==> src/rtl/dds_pkg.sv <==
// Shared DDS definitions: key bit positions, waveform codes, step multipliers
// and the key-controller FSM states.
package dds_pkg;

  localparam int KEY_UP   = 0;
  localparam int KEY_DOWN = 1;
  localparam int KEY_WAVE = 2;
  localparam int KEY_STEP = 3;

  localparam logic [1:0] WAVE_SINE   = 2'd0;
  localparam logic [1:0] WAVE_SQUARE = 2'd1;
  localparam logic [1:0] WAVE_TRI    = 2'd2;
  localparam logic [1:0] WAVE_SAW    = 2'd3;

  localparam int unsigned STEP_MUL [4] = '{1, 10, 100, 1000};

  typedef enum logic [1:0] {
    ST_IDLE,
    ST_APPLY,
    ST_WAIT
  } state_t;

endpackage

==> src/rtl/dds_key_ctrl_if.sv <==
// Key/configuration bundle between the debounce filters, the key controller
// and the DDS core. master = key controller, slave = consumer/driver side.
interface dds_key_ctrl_if #(
  parameter int FW_WIDTH = 32
) ();

  logic [3:0]          key_flag;
  logic                upd_ready;
  logic [FW_WIDTH-1:0] fword;
  logic [1:0]          wave_sel;
  logic [1:0]          step_idx;
  logic                upd_valid;
  logic [7:0]          drop_cnt;

  modport master (
    input  key_flag, upd_ready,
    output fword, wave_sel, step_idx, upd_valid, drop_cnt
  );

  modport slave (
    output key_flag, upd_ready,
    input  fword, wave_sel, step_idx, upd_valid, drop_cnt
  );

endinterface

==> src/rtl/dds_key_arb.sv <==
// Four-input fixed-priority picker: bit 0 wins; reports the one-hot grant,
// the number of requests and how many of them lost.
module dds_key_arb (
  input  logic [3:0] req,
  output logic [3:0] gnt,
  output logic       any,
  output logic [2:0] nreq,
  output logic [2:0] lose
);

  always_comb begin
    gnt  = req & (~req + 4'd1);
    any  = |req;
    nreq = 3'(req[0]) + 3'(req[1]) + 3'(req[2]) + 3'(req[3]);
    lose = any ? nreq - 3'd1 : 3'd0;
  end

endmodule

==> src/rtl/dds_key_ctrl.sv <==
// Key-driven DDS configuration controller: arbitrates key pulses, updates
// fword/wave_sel/step_idx and offers each change via upd_valid/upd_ready.
// Optional build macro KEY_PEND_EN adds a one-deep pending key event.
module dds_key_ctrl
  import dds_pkg::*;
#(
  parameter int                  FW_WIDTH  = 32,
  parameter logic [FW_WIDTH-1:0] FW_INIT   = 32'd42950,
  parameter logic [FW_WIDTH-1:0] FW_MIN    = 32'd43,
  parameter logic [FW_WIDTH-1:0] FW_MAX    = 32'd2147483648,
  parameter logic [FW_WIDTH-1:0] BASE_STEP = 32'd43
) (
  input logic            clk,
  input logic            rstn,
  dds_key_ctrl_if.master bus
);

  state_t              state, state_n;
  logic [3:0]          evt, evt_n;
  logic [FW_WIDTH-1:0] fword, fword_n, step_val;
  logic [1:0]          wave, wave_n, step, step_n;
  logic [7:0]          drop, drop_n;
  logic [3:0]          gnt;
  logic                any;
  logic [2:0]          nreq, lose, busy_drop;
`ifdef KEY_PEND_EN
  logic                pend_vld, pend_vld_n, st_vld;
  logic [3:0]          pend, pend_n, st_evt;
`endif

  function automatic logic [FW_WIDTH-1:0] fw_up(input logic [FW_WIDTH-1:0] fw,
                                                input logic [FW_WIDTH-1:0] st);
    logic [FW_WIDTH:0] s;
    s = {1'b0, fw} + {1'b0, st};
    return (s > {1'b0, FW_MAX}) ? FW_MAX : s[FW_WIDTH-1:0];
  endfunction

  // A borrow out of the extended difference means the result went below zero.
  function automatic logic [FW_WIDTH-1:0] fw_dn(input logic [FW_WIDTH-1:0] fw,
                                                input logic [FW_WIDTH-1:0] st);
    logic [FW_WIDTH:0] s;
    s = {1'b0, fw} - {1'b0, st};
    return (s[FW_WIDTH] || (s[FW_WIDTH-1:0] < FW_MIN)) ? FW_MIN : s[FW_WIDTH-1:0];
  endfunction

  function automatic logic [7:0] sat_drop(input logic [7:0] c, input logic [2:0] n);
    logic [8:0] s;
    s = {1'b0, c} + {6'd0, n};
    return s[8] ? 8'hFF : s[7:0];
  endfunction

  dds_key_arb u_arb (
    .req  (bus.key_flag),
    .gnt  (gnt),
    .any  (any),
    .nreq (nreq),
    .lose (lose)
  );

  always_comb begin
    unique case (step)
      2'd0:    step_val = FW_WIDTH'(BASE_STEP * STEP_MUL[0]);
      2'd1:    step_val = FW_WIDTH'(BASE_STEP * STEP_MUL[1]);
      2'd2:    step_val = FW_WIDTH'(BASE_STEP * STEP_MUL[2]);
      default: step_val = FW_WIDTH'(BASE_STEP * STEP_MUL[3]);
    endcase
  end

  // Busy-time key handling: an empty pending slot takes the winner, all else drops.
  always_comb begin
`ifdef KEY_PEND_EN
    st_vld    = pend_vld | any;
    st_evt    = pend_vld ? pend : gnt;
    busy_drop = pend_vld ? nreq : lose;
`else
    busy_drop = nreq;
`endif
  end

  always_comb begin
    state_n = state;
    evt_n   = evt;
    fword_n = fword;
    wave_n  = wave;
    step_n  = step;
    drop_n  = drop;
`ifdef KEY_PEND_EN
    pend_vld_n = pend_vld;
    pend_n     = pend;
`endif
    unique case (state)
      ST_IDLE: begin
        if (any) begin
          evt_n   = gnt;
          drop_n  = sat_drop(drop, lose);
          state_n = ST_APPLY;
        end
      end
      ST_APPLY: begin
        drop_n = sat_drop(drop, busy_drop);
`ifdef KEY_PEND_EN
        pend_vld_n = st_vld;
        pend_n     = st_evt;
`endif
        if (evt[KEY_UP])        fword_n = fw_up(fword, step_val);
        else if (evt[KEY_DOWN]) fword_n = fw_dn(fword, step_val);
        else if (evt[KEY_WAVE]) wave_n  = wave + 2'd1;
        else if (evt[KEY_STEP]) step_n  = step + 2'd1;
        state_n = ST_WAIT;
      end
      ST_WAIT: begin
        drop_n = sat_drop(drop, busy_drop);
`ifdef KEY_PEND_EN
        pend_vld_n = st_vld;
        pend_n     = st_evt;
        if (bus.upd_ready) begin
          if (st_vld) begin
            evt_n      = st_evt;
            pend_vld_n = 1'b0;
            state_n    = ST_APPLY;
          end else begin
            state_n = ST_IDLE;
          end
        end
`else
        if (bus.upd_ready) state_n = ST_IDLE;
`endif
      end
      default: state_n = ST_IDLE;
    endcase
  end

  always_ff @(posedge clk or negedge rstn) begin
    if (!rstn) begin
      state <= ST_IDLE;
      evt   <= 4'd0;
      fword <= FW_INIT;
      wave  <= WAVE_SINE;
      step  <= 2'd0;
      drop  <= 8'd0;
`ifdef KEY_PEND_EN
      pend_vld <= 1'b0;
      pend     <= 4'd0;
`endif
    end else begin
      state <= state_n;
      evt   <= evt_n;
      fword <= fword_n;
      wave  <= wave_n;
      step  <= step_n;
      drop  <= drop_n;
`ifdef KEY_PEND_EN
      pend_vld <= pend_vld_n;
      pend     <= pend_n;
`endif
    end
  end

  assign bus.fword     = fword;
  assign bus.wave_sel  = wave;
  assign bus.step_idx  = step;
  assign bus.drop_cnt  = drop;
  assign bus.upd_valid = (state == ST_WAIT);

endmodule

==> src/flat_wrapper.sv <==
// flat-port wrapper written by rule: the top's interface ports become plain ports
module dds_key_ctrl_flat import dds_pkg::*;
#(
  parameter int                  FW_WIDTH  = 32,
  parameter logic [FW_WIDTH-1:0] FW_INIT   = 32'd42950,
  parameter logic [FW_WIDTH-1:0] FW_MIN    = 32'd43,
  parameter logic [FW_WIDTH-1:0] FW_MAX    = 32'd2147483648,
  parameter logic [FW_WIDTH-1:0] BASE_STEP = 32'd43
)
  (clk, rstn, bus_key_flag, bus_upd_ready, bus_fword, bus_wave_sel, bus_step_idx, bus_upd_valid, bus_drop_cnt);
  dds_key_ctrl_if #(.FW_WIDTH(FW_WIDTH)) bus_i ();
  input logic clk;
  input logic rstn;
  input wire logic [$bits(bus_i.key_flag)-1:0] bus_key_flag;
  input wire logic [$bits(bus_i.upd_ready)-1:0] bus_upd_ready;
  output wire logic [$bits(bus_i.fword)-1:0] bus_fword;
  output wire logic [$bits(bus_i.wave_sel)-1:0] bus_wave_sel;
  output wire logic [$bits(bus_i.step_idx)-1:0] bus_step_idx;
  output wire logic [$bits(bus_i.upd_valid)-1:0] bus_upd_valid;
  output wire logic [$bits(bus_i.drop_cnt)-1:0] bus_drop_cnt;
  assign bus_i.key_flag = bus_key_flag;
  assign bus_i.upd_ready = bus_upd_ready;
  assign bus_fword = bus_i.fword;
  assign bus_wave_sel = bus_i.wave_sel;
  assign bus_step_idx = bus_i.step_idx;
  assign bus_upd_valid = bus_i.upd_valid;
  assign bus_drop_cnt = bus_i.drop_cnt;
  dds_key_ctrl #(.FW_WIDTH(FW_WIDTH), .FW_INIT(FW_INIT), .FW_MIN(FW_MIN), .FW_MAX(FW_MAX), .BASE_STEP(BASE_STEP)) u_core (.clk(clk), .rstn(rstn), .bus(bus_i));
endmodule
==> config.mk <==
export PLATFORM = sky130hd
export DESIGN_NAME = dds_key_ctrl_flat
export DESIGN_NICKNAME = d
export VERILOG_FILES = /design/src/rtl/dds_pkg.sv /design/src/rtl/dds_key_ctrl_if.sv /design/src/rtl/dds_key_arb.sv /design/src/rtl/dds_key_ctrl.sv /design/src/flat_wrapper.sv
export SDC_FILE = /design/constraint.sdc
export NUM_CORES = 1
export LEC_CHECK = 0
export ABC_CLOCK_PERIOD_IN_PS = 13040
export BUFFER_PORTS_ARGS = -buffer_cell sky130_fd_sc_hd__buf_2
export CAP_MARGIN = 20
export CORE_AREA = 2 2 105 107
export DETAILED_ROUTE_END_ITERATION = 8
export DIE_AREA = 0 0 107 109
export PLACE_DENSITY = 0.86
export SETUP_SLACK_MARGIN = 0.15
export SLEW_MARGIN = 30
export SYNTH_ARGS = -nofsm -noshare
export SYNTH_HDL_FRONTEND = slang
export SYNTH_SLANG_ARGS = --single-unit
==> constraint.sdc <==
create_clock -name clk -period 13.04 [get_ports clk]
set_input_delay 0.652 -clock clk [delete_from_list [all_inputs] [get_ports clk]]
set_output_delay 0.652 -clock clk [all_outputs]
set_load 0.01 [all_outputs]
==> flow_metrics.tcl <==
set metrics [dict create \
    outcome "completed" \
    gp_congestion 1.08 \
    routed_via_density 7.21 \
    reg2reg_slack_ps 7650 \
    fin_worst_skew_ps 13.3 \
    p_int_mw 0.850 \
    ys.flop_type "dfrtp_1" \
    ctsHoldBuffers 0 \
    clk_path_buf_depth 2 \
    fin_tns_setup_ps 0 \
    n_antenna_cell 0 \
    vias 7470 \
    crit_end "u_core.bus.fword[27]" \
    yosys_warnings 0 \
    leakage_nw 2.81 \
    core_mm2 0.0106 \
    avgSynthCellArea_um2 7.62 \
    die_area_mm2 0.0117 \
    cts-resized-gates 0 \
    synth.distinct_cells 99 \
    areaGrowthSynthToFinish_pct 4.85 \
    drive_above_1_share 0.138 \
    relSlewSlack 0.445 \
    track_usage 0.396 \
    drc_errors 0 \
    wl_met3_um 2690 \
    synth_fp_nets 948 \
    worstRegToRegCells 15 \
    swShare 0.588 \
    nets 952 \
    drtIter0Drc 1022 \
    ios 52 \
    worst_setup_path_start_kind "flip-flop" \
    synth_edf_count 0 \
    worst_pin_slew_ps 831 \
    firstDrtPassIters 7 \
    initial_core_util 0.640 \
    cts_tree "yes" \
    post-route-period-util 0.413 \
    ctsRootBufferMaster "clkbuf_8" \
    drv_cap 0 \
    grt_max_degree 52 \
    top_layer "met4" \
    dp_slack_ps 7840 \
    die_w_um 107 \
    ir_drop_mv 0.258 \
    power.switching_mw 1.21 \
    final_cell_mix "85 x nor2_1, 80 x nand2_1, 51 x buf_2, 46 x inv_1, 46 x a21oi_1" \
    combPwrFrac 0.745 \
    slowest_stage "a21oi_4" \
    finalPower_mw 2.06 \
    grt_remaining_overflow 0 \
    worstReg2RegEnd "u_core.bus.fword[27]" \
    finalWirelength_um 22700 \
    hold_class "in2async" \
    dr_wl_met2_um 9450 \
    async_reset_ff_frac 1.00 \
    max_freq_ghz 0.186 \
    port_buffers 51 \
    finalCriticalPeriod_ps 5390 \
    routedWlPerCell_um 21.9 \
    worstSetupPathType "reg2reg" \
    r2r_start "u_core.bus.step_idx[0]" \
    postRouteAntennaNets 0 \
    setup_viol 0 \
    cp_max_fo 19 \
    cts_buffers 5 \
    post-cts-setup-buffers 0 \
    htreeDepth 2 \
    clk_pin_slew_ps 110 \
    clk_latency_ps 330 \
    critPathArrivalTime_ps 5630 \
    cp_common_cell "ha_1" \
    hold_violations 0 \
    p_seq_frac 0.198 \
    slew_viol_final 0 \
    grt_pass1_vias 6713 \
    clock-sinks 50 \
    synth-seq-area-share 0.186 \
    grt_pass1_wl_um 36500 \
    crit_required_ps 13280 \
    layout_commonest_cell "nor2_1" \
    dpl.hpwl_um 16500 \
    cp-end-kind "flip-flop" \
    p_per_area_mw_per_mm2 290 \
    drt-met1-wl_um 9120 \
    chipHeight_um 109 \
    crit_chain "inv_1 -> ha_1 -> o21ai_0 -> ha_1 -> nand2b_1 -> a2111o_1 -> a2111oi_4 -> o211ai_1 -> a221oi_1 -> o2111a_1 -> nand4_4 -> a21oi_4 -> buf_8 -> a41oi_1 -> a22oi_1" \
    rsz0062_at_grt "no" \
    n_fill_cell 935 \
    syn_area_mm2 0.00679 \
    antenna_found_initial 0 \
    pwr-share-clk 0.057 \
    fin_ws_ps 7650 \
    setup.worst_path.start "u_core.bus.step_idx[0]" \
    synth-seq-cells 50 \
    rows 38 \
    synthCells 891 \
    critPathMaxStageDelay_ps 710 \
]
worst min-delay path by stage:
stage	cells after the start	to	from	slack, ps
floorplan	0	u_core.bus.drop_cnt[0]	rstn	360
global placement	1	u_core.bus.wave_sel[1]	u_core.bus.wave_sel[1]	460
detailed placement	1	u_core.bus.wave_sel[1]	u_core.bus.wave_sel[1]	470
CTS	2	u_core.bus.fword[12]	rstn	470
global route	2	u_core.bus.fword[12]	rstn	500
finish	2	u_core.bus.fword[14]	rstn	440
sequential cells by signal, indices dropped and copies added (netlist names):
name / flops
u_core.bus.step_idx: 2
u_core.bus.wave_sel: 2
u_core.bus.fword: 32
u_core.state: 2
u_core.bus.drop_cnt: 8
u_core.evt: 4
logic make-up (layout without fill, tap and decap cells):
logic type | Yosys count | count (layout) | share of synthesized area
compound gates | 265 | 265 | 0.293
fa+ha+maj | 50 | 50 | 0.0977
simple gates | 378 | 378 | 0.300
xor+xnor | 31 | 31 | 0.0400
mux | 10 | 10 | 0.0160
buf+inv | 107 | 112 | 0.0678
flops | 50 | 50 | 0.186
worst max-delay path, delay by kind of cell (launching register included):
kind            cells  cell delay (ps)
compound gates      9             3450
fa+ha+maj           2              640
buf+inv             2              390
flops               1              460
simple gates        2              350
through the flow:
stage | util | instance area (um^2) | instances | hold slack, ps
after CTS | 0.671 | 7120 | 1036 | 465
after global placement | 0.659 | 6990 | 1027 | 458
after floorplan | - | 6790 | 891 | 356
after global routing | 0.671 | 7120 | 1036 | 496
final | 0.671 | 7120 | 1036 | 439
after detailed placement | 0.661 | 7010 | 1028 | 472
Yosys cell counts (11+ instances only):
cell type / number / area, um^2
nor2_1: 85 / 319
nand2_1: 80 / 300
a21oi_1: 46 / 230
inv_1: 46 / 173
ha_1: 45 / 563
nand3_1: 45 / 225
dfrtp_1: 41 / 1030
o21ai_0: 38 / 190
clkbuf_1: 36 / 135
nor3_1: 30 / 150
xnor2_1: 23 / 201
a31oi_1: 22 / 138
nand4_1: 18 / 113
buf_2: 17 / 85.1
o211ai_1: 17 / 128
nor2b_1: 16 / 100
a22oi_1: 13 / 97.6
nand2b_1: 13 / 81.3
o21ai_1: 12 / 60.1
nor4_1: 11 / 68.8
power by group through the flow:
| stage | clock [mW] | sequential, mW | combinational [mW] |
|---|---|---|---|
| floorplan | 0 | 0.331 | 1.16 |
| global placement | 0 | 0.401 | 1.46 |
| detailed placement | 0 | 0.404 | 1.48 |
| CTS | 0.120 | 0.401 | 1.48 |
| global route | 0.125 | 0.423 | 1.66 |
| finish | 0.118 | 0.409 | 1.54 |
per-layer routing:
metal	up-vias	global-route usage
met3	124	0.0747
li1	3347	-
met2	603	0.591
met4	0	0.203
met5	-	0
met1	3396	0.545
area by class of cell:
| class | instances | area (um^2) | share of cell area |
|---|---|---|---|
| Clock buffer | 6 | 72.6 | 0.0102 |
| Clock inverter | 2 | 38.8 | 0.00545 |
| Inverter | 46 | 173 | 0.0243 |
| Multi-Input combinational cell | 734 | 5080 | 0.714 |
| Sequential cell | 50 | 1260 | 0.177 |
| Tap cell | 140 | 175 | 0.0246 |
| Timing Repair Buffer | 58 | 315 | 0.0443 |
(Power assumes the default switching activity.)
